### config.mk
export PLATFORM = sky130hd
export DESIGN_NAME = bcd_addsub_serial
export DESIGN_NICKNAME = d
export VERILOG_FILES = /design/src/rtl/bcd_pkg.sv /design/src/rtl/bcd_digit_addsub.sv /design/src/rtl/bcd_addsub_serial.sv
export SDC_FILE = /design/constraint.sdc
export NUM_CORES = 1
export LEC_CHECK = 0
export CORE_MARGIN = 2
export CORE_UTILIZATION = 49
export DETAILED_ROUTE_END_ITERATION = 12
export HOLD_SLACK_MARGIN = 0.02
export PLACE_DENSITY_LB_ADDON = 0.12
export SETUP_SLACK_MARGIN = 0.4
export SLEW_MARGIN = 20
export SYNTH_ARGS = -nofsm -noshare
export SYNTH_HDL_FRONTEND = slang
export SYNTH_SLANG_ARGS = --single-unit
### constraint.sdc
create_clock -name clk -period 4.2 [get_ports clk]
set_clock_uncertainty 0.05 [all_clocks]
set_input_delay 0.42 -clock clk [delete_from_list [all_inputs] [get_ports clk]]
set_output_delay 0.42 -clock clk [all_outputs]
set_load 0.05 [all_outputs]
### src/rtl/bcd_pkg.sv
// Shared types and constants for the serial packed-BCD adder/subtractor.
// The sequencer and the digit slice both import this package.
package bcd_pkg;

   typedef enum logic [1:0] {
      IDLE  = 2'd0,
      PASS1 = 2'd1,
      PASS2 = 2'd2,
      DONE  = 2'd3
   } state_t;

   localparam logic       OP_ADD   = 1'b0;
   localparam logic       OP_SUB   = 1'b1;
   localparam logic [3:0] BCD_MAX  = 4'd9;
   localparam logic [3:0] BCD_CORR = 4'd6;

endpackage

### src/rtl/bcd_digit_addsub.sv
// Single BCD digit add/subtract slice: s = a + (sub ? 9-b : b) + cin, decimal-corrected.
// It is purely combinational and is shared by both passes of the serial engine.
module bcd_digit_addsub
   import bcd_pkg::*;
(
   input  logic [3:0] a_i,
   input  logic [3:0] b_i,
   input  logic       cin_i,
   input  logic       sub_i,
   output logic [3:0] s_o,
   output logic       cout_o,
   output logic       invalid_o
);

   logic [3:0] bEff;
   logic [4:0] dSum;

   // Adding 6 modulo 16 is the same as subtracting 10 for sums 10..19.
   always_comb begin
      bEff      = (sub_i == OP_SUB) ? (BCD_MAX - b_i) : b_i;
      dSum      = {1'b0, a_i} + {1'b0, bEff} + {4'b0000, cin_i};
      cout_o    = (dSum > {1'b0, BCD_MAX});
      s_o       = cout_o ? (dSum[3:0] + BCD_CORR) : dSum[3:0];
      invalid_o = (a_i > BCD_MAX) || (b_i > BCD_MAX);
   end

endmodule

### src/rtl/bcd_addsub_serial.sv
// Multi-digit packed-BCD add/subtract, one digit per clock LSD first, with sign-magnitude
// output. A negative difference is re-complemented by a second pass through the same slice.
module bcd_addsub_serial
   import bcd_pkg::*;
#(
   parameter int N_DIGITS = 4
) (
   input  logic                  clk,
   input  logic                  rst_n,
   input  logic                  in_valid,
   output logic                  in_ready,
   input  logic                  in_op,
   input  logic [4*N_DIGITS-1:0] in_a,
   input  logic [4*N_DIGITS-1:0] in_b,
   output logic                  out_valid,
   input  logic                  out_ready,
   output logic [4*N_DIGITS-1:0] out_result,
   output logic                  out_neg,
   output logic                  out_carry,
   output logic                  out_err
);

   localparam int W     = 4 * N_DIGITS;
   localparam int CNT_W = (N_DIGITS > 1) ? $clog2(N_DIGITS) : 1;
   localparam logic [CNT_W-1:0] LAST_CNT = CNT_W'(N_DIGITS - 1);

   state_t           state_q;
   logic [W-1:0]     aShift_q;
   logic [W-1:0]     bShift_q;
   logic [W-1:0]     res_q;
   logic [W-1:0]     res_d;
   logic             op_q;
   logic             carry_q;
   logic             err_q;
   logic             err_d;
   logic [CNT_W-1:0] cnt_q;
   logic [W-1:0]     outResult_q;
   logic             outValid_q;
   logic             outNeg_q;
   logic             outCarry_q;
   logic             outErr_q;

   logic [3:0] sliceA;
   logic [3:0] sliceB;
   logic       sliceSub;
   logic [3:0] sliceS;
   logic       sliceCout;
   logic       sliceInvalid;
   logic       lastDigit;

   bcd_digit_addsub u_slice (
      .a_i       (sliceA),
      .b_i       (sliceB),
      .cin_i     (carry_q),
      .sub_i     (sliceSub),
      .s_o       (sliceS),
      .cout_o    (sliceCout),
      .invalid_o (sliceInvalid)
   );

   // Pass 2 computes 0 - R digit by digit, rotating R through the same shift path.
   always_comb begin
      sliceA   = aShift_q[3:0];
      sliceB   = bShift_q[3:0];
      sliceSub = op_q;
      if (state_q == PASS2) begin
         sliceA   = 4'd0;
         sliceB   = res_q[3:0];
         sliceSub = OP_SUB;
      end
      res_d           = res_q >> 4;
      res_d[W-1 -: 4] = sliceS;
      err_d           = err_q | sliceInvalid;
      lastDigit       = (cnt_q == LAST_CNT);
   end

   always_ff @(posedge clk or negedge rst_n) begin
      if (!rst_n) begin
         state_q     <= IDLE;
         aShift_q    <= '0;
         bShift_q    <= '0;
         res_q       <= '0;
         op_q        <= OP_ADD;
         carry_q     <= 1'b0;
         err_q       <= 1'b0;
         cnt_q       <= '0;
         outResult_q <= '0;
         outValid_q  <= 1'b0;
         outNeg_q    <= 1'b0;
         outCarry_q  <= 1'b0;
         outErr_q    <= 1'b0;
      end else begin
         case (state_q)
            IDLE: begin
               if (in_valid) begin
                  aShift_q <= in_a;
                  bShift_q <= in_b;
                  op_q     <= in_op;
                  carry_q  <= in_op;
                  err_q    <= 1'b0;
                  cnt_q    <= '0;
                  state_q  <= PASS1;
               end
            end
            PASS1: begin
               aShift_q <= aShift_q >> 4;
               bShift_q <= bShift_q >> 4;
               res_q    <= res_d;
               carry_q  <= sliceCout;
               err_q    <= err_d;
               cnt_q    <= cnt_q + CNT_W'(1);
               if (lastDigit) begin
                  cnt_q <= '0;
                  if (err_d) begin
                     outResult_q <= '0;
                     outNeg_q    <= 1'b0;
                     outCarry_q  <= 1'b0;
                     outErr_q    <= 1'b1;
                     outValid_q  <= 1'b1;
                     state_q     <= DONE;
                  end else if (op_q == OP_ADD || sliceCout) begin
                     outResult_q <= res_d;
                     outNeg_q    <= 1'b0;
                     outCarry_q  <= (op_q == OP_ADD) ? sliceCout : 1'b0;
                     outErr_q    <= 1'b0;
                     outValid_q  <= 1'b1;
                     state_q     <= DONE;
                  end else begin
                     carry_q <= 1'b1;
                     state_q <= PASS2;
                  end
               end
            end
            PASS2: begin
               res_q   <= res_d;
               carry_q <= sliceCout;
               cnt_q   <= cnt_q + CNT_W'(1);
               if (lastDigit) begin
                  cnt_q       <= '0;
                  outResult_q <= res_d;
                  outNeg_q    <= 1'b1;
                  outCarry_q  <= 1'b0;
                  outErr_q    <= 1'b0;
                  outValid_q  <= 1'b1;
                  state_q     <= DONE;
               end
            end
            DONE: begin
               if (out_ready) begin
                  outValid_q <= 1'b0;
                  state_q    <= IDLE;
               end
            end
            default: state_q <= IDLE;
         endcase
      end
   end

   assign in_ready   = (state_q == IDLE);
   assign out_valid  = outValid_q;
   assign out_result = outResult_q;
   assign out_neg    = outNeg_q;
   assign out_carry  = outCarry_q;
   assign out_err    = outErr_q;

endmodule

==> reports/results.ini <==
[cells_and_area]
num_antenna_cells = 0
final_nets = 474
area_growth_pct = 23.8
drive_above_1_share_pct = 14.5

[setup_path]
critical_path_buf_inv_count = 2
worstSetupPathType = reg2reg
cp.required_ns = 4.38
cpLargestDelayFamily = multiplexers
arrival_ns = 3.87
slowest_stage = o41a_1
rrSetupSlack_ns = 0.52
cpPeakStageDelay_ns = 0.50
path_cells = inv_2 > ha_4 > mux2_2 > inv_2 > ha_1 > mux2_2 > ha_4 > xor2_4 > ha_2 > a21boi_2 > o41a_1 > mux2_1 > a32o_1
cp_max_fo = 6
start_kind = register
cp-end-kind = register

[run]
maxCapViolCount = 0

[floorplan]
num_io_pins = 58
die_area_um2 = 8620
rows = 32
initial_core_util_pct = 50.3
dieWidth_um = 92.9
die_h_um = 92.9
core_um2 = 7690

[yosys]
syn-cell-area_um2 = 3870
ys_top_cells_by_count = dfrtp_1, nand2_1, mux2i_1, o21ai_0, inv_1
yosys.area.top_type = dfrtp_1
synth.most_common_cell = dfrtp_1
synth_area_leaders = dfrtp_1, mux2i_1, mux2_2
ys.flop_type = dfrtp_1
ys_seq_area_share_pct = 48.5
netlist_instances = 368
synth.avg_cell_area_um2 = 10.5
yosysUniqueCellTypes = 48
async_reset_ff_share_pct = 100
ys_warn_count = 0
ys_seq_elements = 75
synth_nets = 418
synth_edf_count = 0
synth_top_cell_area_share_pct = 48.5

[placement]
place_congestion = 0.848
dp_hpwl_mm = 5.45
io_buffers = 57

[global_route]
gr-total-overflow = 0
antenna_found_initial = 0
grt.total_usage_pct = 19.7
grt_max_degree = 76
grt_pass1_wl_mm = 13.3
grt_pass1_vias = 2752

[timing]
period_needed_ns = 3.68
setup_viol = 0
tns_ns = 0
slew_violations = 0
timing.fmax_mhz = 271
grt_setup_unrepaired = false
period_share_pct = 87.7
hold_viol_final = 0
slew-limit-headroom_pct = 38.2
worst_pin_slew_ns = 0.926

[outcome]
status = finished clean

[route]
wl_per_cell_um = 14.5
drt_iter0_drc = 104
wirelength_mm = 7.71
detail-route-antenna-nets = 0
drc_errors = 0
routed_via_density = 5.33
dr.pass1.iters = 4
vias = 2829

[clock_tree]
ctsHtreeMaxLevel = 3
clk_pin_slew_ns = 0.08
cts_buffer_depth = 2
insertion_delay_ns = 0.34
cts-buffers-inserted = 9
cts_tree = yes
clockRootBuffer = clkbuf_8
cts_sinks = 75

[min_path]
hp-class = in2async

[cell type report]
class	instances	area (um2)
clock buffers	12	155
clock inverters	4	25.0
fillers	652	2900
inverters	21	78.8
multi-input cells	251	1890
flip-flops and latches	75	1880
well taps	102	128
repair buffers	66	639
[sequential cells by signal, summed over array words and instances, names as in the netlist]
| signal | flops |
|---|---|
| out_result | 16 |
| out_neg | 1 |
| out_carry | 1 |
| bShift_q | 16 |
| err_q | 1 |
| cnt_q | 2 |
| out_valid | 1 |
| carry_q | 1 |
| res_q | 16 |
| state_q | 2 |
| op_q | 1 |
| out_err | 1 |
| aShift_q | 16 |
[kinds of logic (layout without fill, tap and decap cells)]
family	Yosys count	after routing	share of synthesized area (%)
AND/OR/NAND/NOR	94	94	11.8
multiplexers	60	60	16.2
adder cells (fa/ha/maj)	13	13	4.59
buffers and inverters	42	103	4.56
AO/OA/AOI/OAI	79	79	13.1
XOR/XNOR	5	5	1.13
flip-flops	75	75	48.5
[per-layer routing]
| layer | vias to the layer above | global-route usage (%) | routed length [um] |
|---|---|---|---|
| met5 | - | 0 | 0 |
| met3 | 12 | 3.50 | 217 |
| met4 | 0 | 6.62 | 99 |
| met1 | 1371 | 25.8 | 3580 |
| met2 | 53 | 33.0 | 3820 |
| li1 | 1393 | - | - |
[metrics by stage]
step                      area (um2)  setup slack (ns)  instances  hold WS [ns]  utilization [%]
after floorplan                 3900             0.416        368        0.0744                -
after global placement          4520             0.386        510         0.412             58.8
after detailed placement        4520             0.270        510         0.420             58.8
after CTS                       4720             0.439        528         0.203             61.4
after global routing            4790             0.407        531         0.255             62.3
final                           4790             0.515        531         0.173             62.3
[layout by cell type, fill, tap and decap left out, drive strengths merged, types with 2 or more instances in the layout]
| cell | count |
|---|---|
| fa | 2 |
| mux2 | 22 |
| clkinv | 2 |
| o211ai | 4 |
| nand2b | 5 |
| nand2 | 49 |
| o21ai | 39 |
| clkbuf | 12 |
| nor2 | 14 |
| clkdlybuf4s50 | 56 |
| buf | 10 |
| a21oi | 9 |
| mux2i | 38 |
| and3 | 2 |
| nor2b | 13 |
| xor2 | 2 |
| a32o | 3 |
| inv | 21 |
| clkinvlp | 2 |
| nand3 | 2 |
| ha | 11 |
| o2bb2ai | 3 |
| dfrtp | 75 |
| a31oi | 8 |
| xnor2 | 3 |
| or2 | 3 |
| a21boi | 2 |
[final timing paths]
kind / from / to / cells past startpoint
min in group clk: bShift_q[6] / bShift_q[6] / 2
max: state_q[0] / out_result[13] / 13
min: rst_n / out_result[8] / 1
min reg2reg: bShift_q[6] / bShift_q[6] / 2
max in group asynchronous: rst_n / state_q[0] / 1
max reg2reg: state_q[0] / out_result[13] / 13
[repair_timing]
item | 4_1_cts | 5_1_grt
pin swaps | 1 | 1
hold buffers | 0 | 0
resized for setup | 1 | 10
cloned | 0 | 0
buffers inserted | 2 | 3
setup endpoints to repair | 15 | 22
Power is left out: the tool's default activity adds up to more than one toggle a clock period on the data nets, which glitch-free logic cannot reach.
